### src/rtl/route_exchange_ram_if.sv
// Bus bundle for route_exchange_ram: write sources, streaming read port,
// random-access lookup port and the read-FSM state for observation.
//
// Handshake semantics: there is no backpressure anywhere. A source word is
// taken on any rising edge where src_valid[wr_src] is high; rd_valid marks a
// valid rd_data beat that the consumer must take in that same cycle; rd_start
// is a single-cycle request that only takes effect while busy is low.
interface route_exchange_ram_if #(
    parameter int LANES = 8,
    parameter int IDX_W = 7,
    parameter int WORDS = 16,
    parameter int BASES = 4,
    parameter int NSRC  = 3
) ();
    localparam int WORD_W = LANES * IDX_W;
    localparam int BASE_W = (BASES > 1) ? $clog2(BASES) : 1;
    localparam int SRC_W  = (NSRC > 1) ? $clog2(NSRC) : 1;
    localparam int LK_W   = $clog2(LANES * WORDS);

    logic [NSRC-1:0]        src_valid;
    logic [NSRC*WORD_W-1:0] src_data;
    logic [SRC_W-1:0]       wr_src;
    logic [BASE_W-1:0]      wr_base;
    logic                   wr_done;

    logic                   rd_start;
    logic [BASE_W-1:0]      rd_base;
    logic                   rd_valid;
    logic [WORD_W-1:0]      rd_data;
    logic                   rd_last;
    logic                   busy;

    logic [BASE_W-1:0]      lk_base;
    logic [LK_W-1:0]        lk_addr;
    logic [IDX_W-1:0]       lk_data;

    logic [1:0]             rd_state;

    modport master (
        output src_valid, src_data, wr_src, wr_base, rd_start, rd_base, lk_base, lk_addr,
        input  wr_done, rd_valid, rd_data, rd_last, busy, lk_data, rd_state
    );

    modport slave (
        input  src_valid, src_data, wr_src, wr_base, rd_start, rd_base, lk_base, lk_addr,
        output wr_done, rd_valid, rd_data, rd_last, busy, lk_data, rd_state
    );
endinterface

### src/rtl/route_exchange_ram.sv
// Route exchange RAM: holds BASES routes of WORDS packed words (LANES city
// indices each). One selectable source writes whole-route bursts, a small FSM
// streams a route out word by word, and a lookup port returns single city
// indices every cycle. All three run concurrently; reads are read-first.
module route_exchange_ram #(
    parameter int LANES = 8,
    parameter int IDX_W = 7,
    parameter int WORDS = 16,
    parameter int BASES = 4,
    parameter int NSRC  = 3
) (
    input  logic           clk,
    input  logic           reset,
    route_exchange_ram_if.slave bus
);
    localparam int WORD_W  = LANES * IDX_W;
    localparam int BASE_W  = (BASES > 1) ? $clog2(BASES) : 1;
    localparam int SRC_W   = (NSRC > 1) ? $clog2(NSRC) : 1;
    localparam int LK_W    = $clog2(LANES * WORDS);
    localparam int WORD_AW = (WORDS > 1) ? $clog2(WORDS) : 1;
    localparam int LANE_W  = (LANES > 1) ? $clog2(LANES) : 1;
    localparam int ADDR_W  = BASE_W + WORD_AW;
    localparam int DEPTH   = 1 << ADDR_W;

    localparam logic [WORD_AW-1:0] LAST_WORD = WORD_AW'(WORDS - 1);

    localparam logic [1:0] ST_IDLE  = 2'd0;
    localparam logic [1:0] ST_READ  = 2'd1;
    localparam logic [1:0] ST_DRAIN = 2'd2;

    // ------------------------------------------------------------------
    // Write side
    // ------------------------------------------------------------------
    logic               wr_strobe;
    logic [WORD_W-1:0]  wr_word;
    logic [WORD_AW-1:0] wcount;
    logic [BASE_W-1:0]  wr_base_q;
    logic [BASE_W-1:0]  wr_base_eff;
    logic [ADDR_W-1:0]  wr_addr;
    logic               wr_en;
    logic               wr_done_q;

    // Pick the strobe and word of the selected source; out-of-range selects never write.
    always_comb begin
        wr_strobe = 1'b0;
        wr_word   = '0;
        for (int i = 0; i < NSRC; i++) begin
            if (bus.wr_src == SRC_W'(i)) begin
                wr_strobe = bus.src_valid[i];
                wr_word   = bus.src_data[i*WORD_W +: WORD_W];
            end
        end
    end

    // The first word of a burst takes the live wr_base; later words reuse the latched one.
    assign wr_base_eff = (wcount == '0) ? bus.wr_base : wr_base_q;
    assign wr_addr     = {wr_base_eff, wcount};
    assign wr_en       = wr_strobe && !reset;

    // Burst word counter, burst base latch and the burst-complete pulse.
    always_ff @(posedge clk) begin
        if (reset) begin
            wcount    <= '0;
            wr_base_q <= '0;
            wr_done_q <= 1'b0;
        end else begin
            wr_done_q <= wr_strobe && (wcount == LAST_WORD);
            if (wr_strobe) begin
                wr_base_q <= wr_base_eff;
                wcount    <= (wcount == LAST_WORD) ? '0 : wcount + WORD_AW'(1);
            end
        end
    end

    // ------------------------------------------------------------------
    // Stream read FSM
    // ------------------------------------------------------------------
    logic [1:0]         rd_state;
    logic [WORD_AW-1:0] rd_addr;
    logic [BASE_W-1:0]  rd_base_q;
    logic               drain_cnt;
    logic               rd_issue;
    logic               rd_issue_last;

    // IDLE waits for a request, READ issues one address per cycle, DRAIN
    // covers the two pipeline stages so busy stays high until the last beat.
    always_ff @(posedge clk) begin
        if (reset) begin
            rd_state  <= ST_IDLE;
            rd_addr   <= '0;
            rd_base_q <= '0;
            drain_cnt <= 1'b0;
        end else begin
            case (rd_state)
                ST_IDLE: begin
                    if (bus.rd_start) begin
                        rd_state  <= ST_READ;
                        rd_base_q <= bus.rd_base;
                        rd_addr   <= '0;
                    end
                end
                ST_READ: begin
                    if (rd_addr == LAST_WORD) begin
                        rd_state  <= ST_DRAIN;
                        drain_cnt <= 1'b0;
                    end else begin
                        rd_addr <= rd_addr + WORD_AW'(1);
                    end
                end
                ST_DRAIN: begin
                    if (drain_cnt) begin
                        rd_state <= ST_IDLE;
                    end else begin
                        drain_cnt <= 1'b1;
                    end
                end
                default: rd_state <= ST_IDLE;
            endcase
        end
    end

    assign rd_issue      = (rd_state == ST_READ);
    assign rd_issue_last = rd_issue && (rd_addr == LAST_WORD);

    // ------------------------------------------------------------------
    // Storage: one write port, two registered read ports (stream, lookup)
    // ------------------------------------------------------------------
    logic [WORD_W-1:0]  mem [DEPTH];
    logic [WORD_W-1:0]  rd_q;
    logic [WORD_W-1:0]  lk_word_q;
    logic [LANE_W-1:0]  lk_lane_q;
    logic [WORD_AW-1:0] lk_word_idx;
    logic [LANE_W-1:0]  lk_lane;
    logic [ADDR_W-1:0]  lk_ram_addr;

    assign lk_word_idx = WORD_AW'(bus.lk_addr / LK_W'(LANES));
    assign lk_lane     = LANE_W'(bus.lk_addr % LK_W'(LANES));
    assign lk_ram_addr = {bus.lk_base, lk_word_idx};

    // RAM array and its read registers; contents survive reset and reads see pre-write data.
    always_ff @(posedge clk) begin
        if (wr_en) begin
            mem[wr_addr] <= wr_word;
        end
        rd_q      <= mem[{rd_base_q, rd_addr}];
        lk_word_q <= mem[lk_ram_addr];
        lk_lane_q <= lk_lane;
    end

    // ------------------------------------------------------------------
    // Output stage
    // ------------------------------------------------------------------
    logic              rd_v1;
    logic              rd_l1;
    logic              rd_valid_q;
    logic              rd_last_q;
    logic [WORD_W-1:0] rd_data_q;
    logic [IDX_W-1:0]  lk_lane_val;
    logic [IDX_W-1:0]  lk_data_q;

    // Select the requested city index out of the looked-up word.
    always_comb begin
        lk_lane_val = '0;
        for (int j = 0; j < LANES; j++) begin
            if (lk_lane_q == LANE_W'(j)) begin
                lk_lane_val = lk_word_q[j*IDX_W +: IDX_W];
            end
        end
    end

    // Valid/last ride alongside the RAM read register, then the output register; data holds between beats.
    always_ff @(posedge clk) begin
        if (reset) begin
            rd_v1      <= 1'b0;
            rd_l1      <= 1'b0;
            rd_valid_q <= 1'b0;
            rd_last_q  <= 1'b0;
            rd_data_q  <= '0;
            lk_data_q  <= '0;
        end else begin
            rd_v1      <= rd_issue;
            rd_l1      <= rd_issue_last;
            rd_valid_q <= rd_v1;
            rd_last_q  <= rd_l1;
            if (rd_v1) begin
                rd_data_q <= rd_q;
            end
            lk_data_q  <= lk_lane_val;
        end
    end

    assign bus.wr_done  = wr_done_q;
    assign bus.rd_valid = rd_valid_q;
    assign bus.rd_last  = rd_last_q;
    assign bus.rd_data  = rd_data_q;
    assign bus.busy     = (rd_state != ST_IDLE);
    assign bus.lk_data  = lk_data_q;
    assign bus.rd_state = rd_state;
endmodule

### src/flat_wrapper.sv
// flat-port wrapper written by rule: the top's interface ports become plain ports
module route_exchange_ram_flat 
#(
    parameter int LANES = 8,
    parameter int IDX_W = 7,
    parameter int WORDS = 16,
    parameter int BASES = 4,
    parameter int NSRC  = 3
)
  (clk, reset, bus_src_valid, bus_src_data, bus_wr_src, bus_wr_base, bus_rd_start, bus_rd_base, bus_lk_base, bus_lk_addr, bus_wr_done, bus_rd_valid, bus_rd_data, bus_rd_last, bus_busy, bus_lk_data, bus_rd_state);
  route_exchange_ram_if #(.LANES(LANES), .IDX_W(IDX_W), .WORDS(WORDS), .BASES(BASES), .NSRC(NSRC)) bus_i ();
  input  logic clk;
  input  logic reset;
  input wire logic [$bits(bus_i.src_valid)-1:0] bus_src_valid;
  input wire logic [$bits(bus_i.src_data)-1:0] bus_src_data;
  input wire logic [$bits(bus_i.wr_src)-1:0] bus_wr_src;
  input wire logic [$bits(bus_i.wr_base)-1:0] bus_wr_base;
  input wire logic [$bits(bus_i.rd_start)-1:0] bus_rd_start;
  input wire logic [$bits(bus_i.rd_base)-1:0] bus_rd_base;
  input wire logic [$bits(bus_i.lk_base)-1:0] bus_lk_base;
  input wire logic [$bits(bus_i.lk_addr)-1:0] bus_lk_addr;
  output wire logic [$bits(bus_i.wr_done)-1:0] bus_wr_done;
  output wire logic [$bits(bus_i.rd_valid)-1:0] bus_rd_valid;
  output wire logic [$bits(bus_i.rd_data)-1:0] bus_rd_data;
  output wire logic [$bits(bus_i.rd_last)-1:0] bus_rd_last;
  output wire logic [$bits(bus_i.busy)-1:0] bus_busy;
  output wire logic [$bits(bus_i.lk_data)-1:0] bus_lk_data;
  output wire logic [$bits(bus_i.rd_state)-1:0] bus_rd_state;
  assign bus_i.src_valid = bus_src_valid;
  assign bus_i.src_data = bus_src_data;
  assign bus_i.wr_src = bus_wr_src;
  assign bus_i.wr_base = bus_wr_base;
  assign bus_i.rd_start = bus_rd_start;
  assign bus_i.rd_base = bus_rd_base;
  assign bus_i.lk_base = bus_lk_base;
  assign bus_i.lk_addr = bus_lk_addr;
  assign bus_wr_done = bus_i.wr_done;
  assign bus_rd_valid = bus_i.rd_valid;
  assign bus_rd_data = bus_i.rd_data;
  assign bus_rd_last = bus_i.rd_last;
  assign bus_busy = bus_i.busy;
  assign bus_lk_data = bus_i.lk_data;
  assign bus_rd_state = bus_i.rd_state;
  route_exchange_ram #(.LANES(LANES), .IDX_W(IDX_W), .WORDS(WORDS), .BASES(BASES), .NSRC(NSRC)) u_core (.clk(clk), .reset(reset), .bus(bus_i));
endmodule
### config.mk
export PLATFORM = sky130hd
export DESIGN_NAME = route_exchange_ram_flat
export DESIGN_NICKNAME = d
export VERILOG_FILES = /design/src/rtl/route_exchange_ram_if.sv /design/src/rtl/route_exchange_ram.sv /design/src/flat_wrapper.sv
export SDC_FILE = /design/constraint.sdc
export NUM_CORES = 2
export LEC_CHECK = 0
export CAP_MARGIN = 10
export CORE_MARGIN = 2
export CORE_UTILIZATION = 63
export DETAILED_ROUTE_END_ITERATION = 8
export GPL_TIMING_DRIVEN = 1
export HOLD_SLACK_MARGIN = 0.02
export PLACE_DENSITY = 0.8
export SETUP_SLACK_MARGIN = 0.4
export SLEW_MARGIN = 20
export SYNTH_ARGS = -nofsm -noshare
export SYNTH_HDL_FRONTEND = slang
export SYNTH_SLANG_ARGS = --single-unit
### constraint.sdc
create_clock -name clk -period 8.61 [get_ports clk]
set_input_delay 2.583 -clock clk [delete_from_list [all_inputs] [get_ports clk]]
set_output_delay 2.583 -clock clk [all_outputs]
set_load 0.1 [all_outputs]
# Word level (Yosys, flattened, before mapping)
# Memories as Yosys holds them, arrays and structs flattened. A register that Yosys moved wholly into a read port is not among the register bits.
# Index checks and enable logic that the tools add are counted.
[totals]
ff_bits = 86
ram_bits = 3584
inputBits = 189
out_inout_bits = 69
word_cells = 76
n_memories = 1
[op_classes]
addsub = 2
n_eq_ne = 17
n_mux = 27
n_reduce_logical = 15
[mem_list]
columns = ["memory", "depth", "width", "read_ports", "rd_ports_with_merged_regs", "write_ports", "line_no", "rtl"]
rows = [
  ["u_core.mem", 64, 56, 2, 2, 1, "route_exchange_ram.sv:128", "logic [WORD_W-1:0] mem [DEPTH];"],
]
[op_table]
columns = ["cell", "count"]
rows = [
  ["$mux W56", 3],
  ["$mux W7", 8],
  ["$eq A3 B3 Y1 const B", 4],
  ["$mux W4", 3],
  ["$add A4 B1 Y4 const B", 2],
  ["$eq A4 B4 Y1 const B", 2],
  ["$mux W2", 4],
  ["$pmux W4 S2", 1],
  ["$eq A3 B2 Y1 const B", 2],
  ["$mux W1", 6],
  ["$ne A2 B2 Y1 const B", 3],
  ["$pmux W2 S3", 1],
  ["$reduce_and A3 Y1", 2],
  ["$reduce_bool A2 Y1", 3],
  ["$eq A2 B1 Y1 const B", 2],
  ["$eq A2 B2 Y1 const B", 2],
  ["$logic_not A2 Y1", 2],
  ["$logic_not A4 Y1", 1],
  ["$reduce_and A2 Y1", 2],
  ["$eq A3 B1 Y1 const B", 1],
  ["$logic_and A1 B1 Y1", 3],
  ["$logic_not A3 Y1", 1],
  ["$ne A2 B1 Y1 const B", 1],
  ["$pmux W1 S2", 1],
  ["$logic_not A1 Y1", 1],
]

# Depth between registers and ports, before layout
[logic_depth]
ltp_word = 9
ltp_mapped = 11
ltp_nobuf = 7

# Worst setup path after synthesis
# OpenSTA, ideal clock, no wires.
[synth_path]
kind = "input -> register"
from = "in bus_wr_src[0]"
to = "mem u_core.mem[0][15] (netlist name), data pin"
setup_time_ns = 0.702
t_arrival_ns = 6.294
required_time_ns = 7.908
path_slack_ns = 1.614
cell_stages = 5
path_buffers = 3
path_cell_list = "clkbuf_1 buf_1 buf_1 mux2i_1 o21ai_0"
[synth_between]
elab_chain_len = 4
elab_cells_between_ends = 6
classes_between = "eq/ne (2); mux (3); reduce/logical (1)"
[synth_lines]
columns = ["item", "line_no", "rtl"]
rows = [
  ["start, declared", "flat_wrapper.sv:16", "input wire logic [$bits(bus_i.wr_src)-1:0] bus_wr_src;"],
  ["$logic_not A2 Y1", "route_exchange_ram.sv:48", "if (bus.wr_src == SRC_W'(i)) begin"],
  ["$mux W56 (2 in series)", "route_exchange_ram.sv:48", ""],
  ["$mux W56 *", "route_exchange_ram.sv:48", ""],
  ["named net u_core.wr_word[15]", "route_exchange_ram.sv:35", "logic [WORD_W-1:0] wr_word;"],
  ["end, declared", "route_exchange_ram.sv:128", ""],
]
# Mark *: on every way through the listed nets, which the timed path passes. The rest lies on a longest branch.

# Final worst setup path
[layout_path]
from = "in bus_wr_src[1]"
to = "mem u_core.mem[61][42] (netlist name), enable pin"
[layout_between]
elab_chain_len = 7
elab_cells_between_ends = 9
classes_between = "eq/ne (2); mux (5); reduce/logical (2)"
[layout_lines]
columns = ["item", "line_no", "rtl"]
rows = [
  ["$logic_not A2 Y1", "route_exchange_ram.sv:48", ""],
  ["$mux W1 (2 in series)", "route_exchange_ram.sv:48", ""],
  ["$mux W1 *", "route_exchange_ram.sv:48", ""],
  ["$logic_and A1 B1 Y1 *", "route_exchange_ram.sv:58", "assign wr_en = wr_strobe && !reset;"],
  ["$mux W1 *", "route_exchange_ram.sv:142", "if (wr_en) begin"],
  ["$mux W1 (implied by the code) *", "route_exchange_ram.sv:143", "mem[wr_addr] <= wr_word;"],
]
# Mark *: on every way between the ends. The rest lies on a longest branch, timed or not.

==> results.sh <==
export IMPL_dr_pass1_iters=8
export IMPL_die_area_mm2=0.277
export IMPL_ff2ff_path_depth=8
export IMPL_ant_nets=0
export IMPL_cts_sinks=3782
export IMPL_fin_tns_setup_ns=0
export IMPL_rows=191
export IMPL_cts_root_buf="clkbuf_16"
export IMPL_die_w_um=527
export IMPL_final_layout_size_suffix_gt1_share_pct=34.4
export IMPL_htreeDepth=5
export IMPL_clk_latency_ns=0.98
export IMPL_synthFlopType="edfxtp_1"
export IMPL_vias=100541
export IMPL_cts_tree="done"
export IMPL_yosysMostFrequentCell="edfxtp_1"
export IMPL_outcome="finished, final reports clean"
export IMPL_synth_common_cells="3584 x edfxtp_1, 1910 x mux4_2, 618 x mux2i_1"
export IMPL_synth_edf_count=3584
export IMPL_grt_max_degree=108
export IMPL_path_max_fanout=37
export IMPL_start_util_pct=63.4
export IMPL_drv_slew=0
export IMPL_multiInputGateArea_mm2=0.0585
export IMPL_cts_made_buffers=376
export IMPL_ios=258
export IMPL_grt_use_total_pct=39.6
export IMPL_synth_area_mm2=0.172
export IMPL_nets=8778
export IMPL_ys_seq_area_share_pct=64.9
export IMPL_cts_resized=0
export IMPL_fmax_mhz=154
export IMPL_grt_pass1_wl_um=760000
export IMPL_yosysTopAreaCell="edfxtp_1"
export IMPL_route_detailed_drc=0
export IMPL_worst_slack_ns=2.13
export IMPL_antenna_found_initial=32
export IMPL_post_place_ws_ns=1.38
export IMPL_postCtsSetupRepairBufs=0
export IMPL_synth_area_leaders="edfxtp_1 63%, mux4_2 25%, mux2i_1 3.6%"
export IMPL_finalCritPeriodShare_pct=75.2
export IMPL_overflow=0
export IMPL_gp_congestion=0.924
export IMPL_cts_path_max_buffers=4
export IMPL_synth_cell_types=51
export IMPL_arrival_ns=7.02
export IMPL_grt_pass1_vias=99783
export IMPL_synth_warnings=0
export IMPL_path_class="input port to flip-flop"
export IMPL_synth_cells=8303
export IMPL_fill_cells=15153
export IMPL_ys_seq_elements=3782
export IMPL_ir_drop_uv=200
export IMPL_utilization_pct=71.2
export IMPL_rsz0062_at_grt="no"
export IMPL_setup_viol=0
export IMPL_skew_ns=0.0547
export IMPL_syn_avg_cell_area_um2=20.7
export IMPL_p_leak_nw=59.3
export IMPL_area_growth_pct=12.2
export IMPL_synth_top_cell_area_share_pct=62.6
export IMPL_portBuffers=257
export IMPL_wl_per_cell_um=43.6
export IMPL_worstPathRequired_ns=9.16
export IMPL_r2r_setup_slack_ns=3.90
export IMPL_core_mm2=0.271
export IMPL_hold_buffers=0
export IMPL_vias_per_cell=8.03
export IMPL_r2r_end="u_core.mem[6][32]"
export IMPL_hold_viol=0
export IMPL_max_slew_margin_pct=17.6
export IMPL_min_period_ns=6.48
export IMPL_cap_violations=0
export IMPL_tightest_slew_ns=1.24
export IMPL_die_y_um=527
export IMPL_hold_path_class="flip-flop to flip-flop"
export IMPL_endpoint="u_core.mem[61][42]"
export IMPL_critPathCaptureType="flip-flop"
export IMPL_hpwlAfterDp_um=322000
export IMPL_clk_pin_slew_ns=0.06
export IMPL_crit_start="bus_wr_src[1]"
export IMPL_reg2reg_from="u_core.wcount[0]"
export IMPL_drt_iter0_markers=18456
export IMPL_seqCellArea_mm2=0.112
export IMPL_start_kind="input port"
export IMPL_syn_num_nets=8495
export IMPL_routed_wl_um=546000
export IMPL_async_reset_ff_share_pct=0
export IMPL_powerDensity_mw_per_mm2=213
[layer usage]
metal  global-route usage (%)  wire length (um)  part of all wire, %  vias up
li1                         -                 -                    -    36730
met5                        0               195                0.036        -
met3                     12.1             82100                   15     1986
met4                     28.1             49000                  9.0       30
met1                     50.7            169000                   31    51914
met2                     58.3            246000                   45     9881
[cell type report]
type,count,area share (%)
clock buffers,472,5.26
diodes,41,0.0532
flip-flops and latches,3782,57.8
clock inverters,234,1.31
multi-input cells,3833,30.3
well taps,3570,2.31
repair buffers,568,2.89
inverters,25,0.0486
[logic make-up (layout without fill, tap and decap cells)]
group / count (synthesis) / count (layout) / synth area share (%)
muxes: 2616 / 2616 / 29.2
other: 0 / 41 / 0
and+or+nand+nor: 577 / 577 / 1.44
adders and majority gates: 3 / 3 / 0.0218
xor gates and xnor gates: 4 / 4 / 0.0204
DFF: 3782 / 3782 / 64.9
AOI/OAI and AO/OA: 633 / 633 / 2.60
buffers and inverters: 688 / 1299 / 1.89
[worst min-delay path by stage]
stage / start / endpoint / slack [ns] / cells after the start
2_1_floorplan: u_core.rd_l1 / u_core.bus.rd_last / 0.41 / 1
3_3_place_gp: u_core.rd_l1 / u_core.bus.rd_last / 0.43 / 1
3_5_place_dp: u_core.rd_l1 / u_core.bus.rd_last / 0.45 / 1
4_1_cts: u_core.rd_q[38] / u_core.bus.rd_data[38] / 0.45 / 2
5_1_grt: u_core.rd_l1 / u_core.bus.rd_last / 0.48 / 1
6_report: u_core.rd_q[38] / u_core.bus.rd_data[38] / 0.45 / 2
[stage by stage]
| stage | cells | power [mW] | instance area [um2] | hold WS [ns] |
|---|---|---|---|---|
| after floorplan | 8303 | 23.1 | 172000 | 0.414 |
| after global placement | 11773 | 24.4 | 180000 | 0.432 |
| after detailed placement | 11775 | 24.4 | 180000 | 0.449 |
| after CTS | 12481 | 41.0 | 193000 | 0.454 |
| after global routing | 12500 | 41.9 | 193000 | 0.480 |
| final | 12525 | 41.1 | 193000 | 0.449 |
[cell usage in the layout, fill, tap and decap left out, types with 136 or more instances in the layout]
cell and instances:
nor2_1 136, nand2_1 208, clkdlybuf4s50_1 249, a22oi_1 194, mux2i_1 618, dfxtp_1 190
mux4_2 1910, buf_4 260, edfxtp_1 3584, clkbuf_16 382
[registers in the layout, indices dropped and copies added (netlist names)]
signal / flops
u_core.bus.rd_data: 56
u_core.bus.wr_done: 1
u_core.rd_l1: 1
u_core.bus.rd_state: 2
u_core.mem: 3584
u_core.bus.rd_last: 1
u_core.bus.lk_data: 7
u_core.rd_base_q: 2
u_core.wcount: 4
u_core.rd_v1: 1
u_core.bus.rd_valid: 1
u_core.wr_base_q: 2
u_core.rd_q: 56
u_core.lk_word_q: 56
u_core.drain_cnt: 1
u_core.lk_lane_q: 3
u_core.rd_addr: 4
[power breakdown]
part	total [mW]	leakage [nW]	switching [mW]	internal, mW
clock network	16.9	6.17	7.29	9.64
registers	20.6	34.2	0.147	20.4
logic	3.55	19.0	2.21	1.34
total	41.1	59.3	9.65	31.4
[critical path: stages]
cell and delay [ns]:
buf_6 0.47, nor2b_4 0.27, a2bb2oi_1 0.32, nor3_1 0.63, nand2_1 0.65, nor2_4 0.92
buf_4 0.93
No activity file was read; power rests on OpenSTA's default activity.
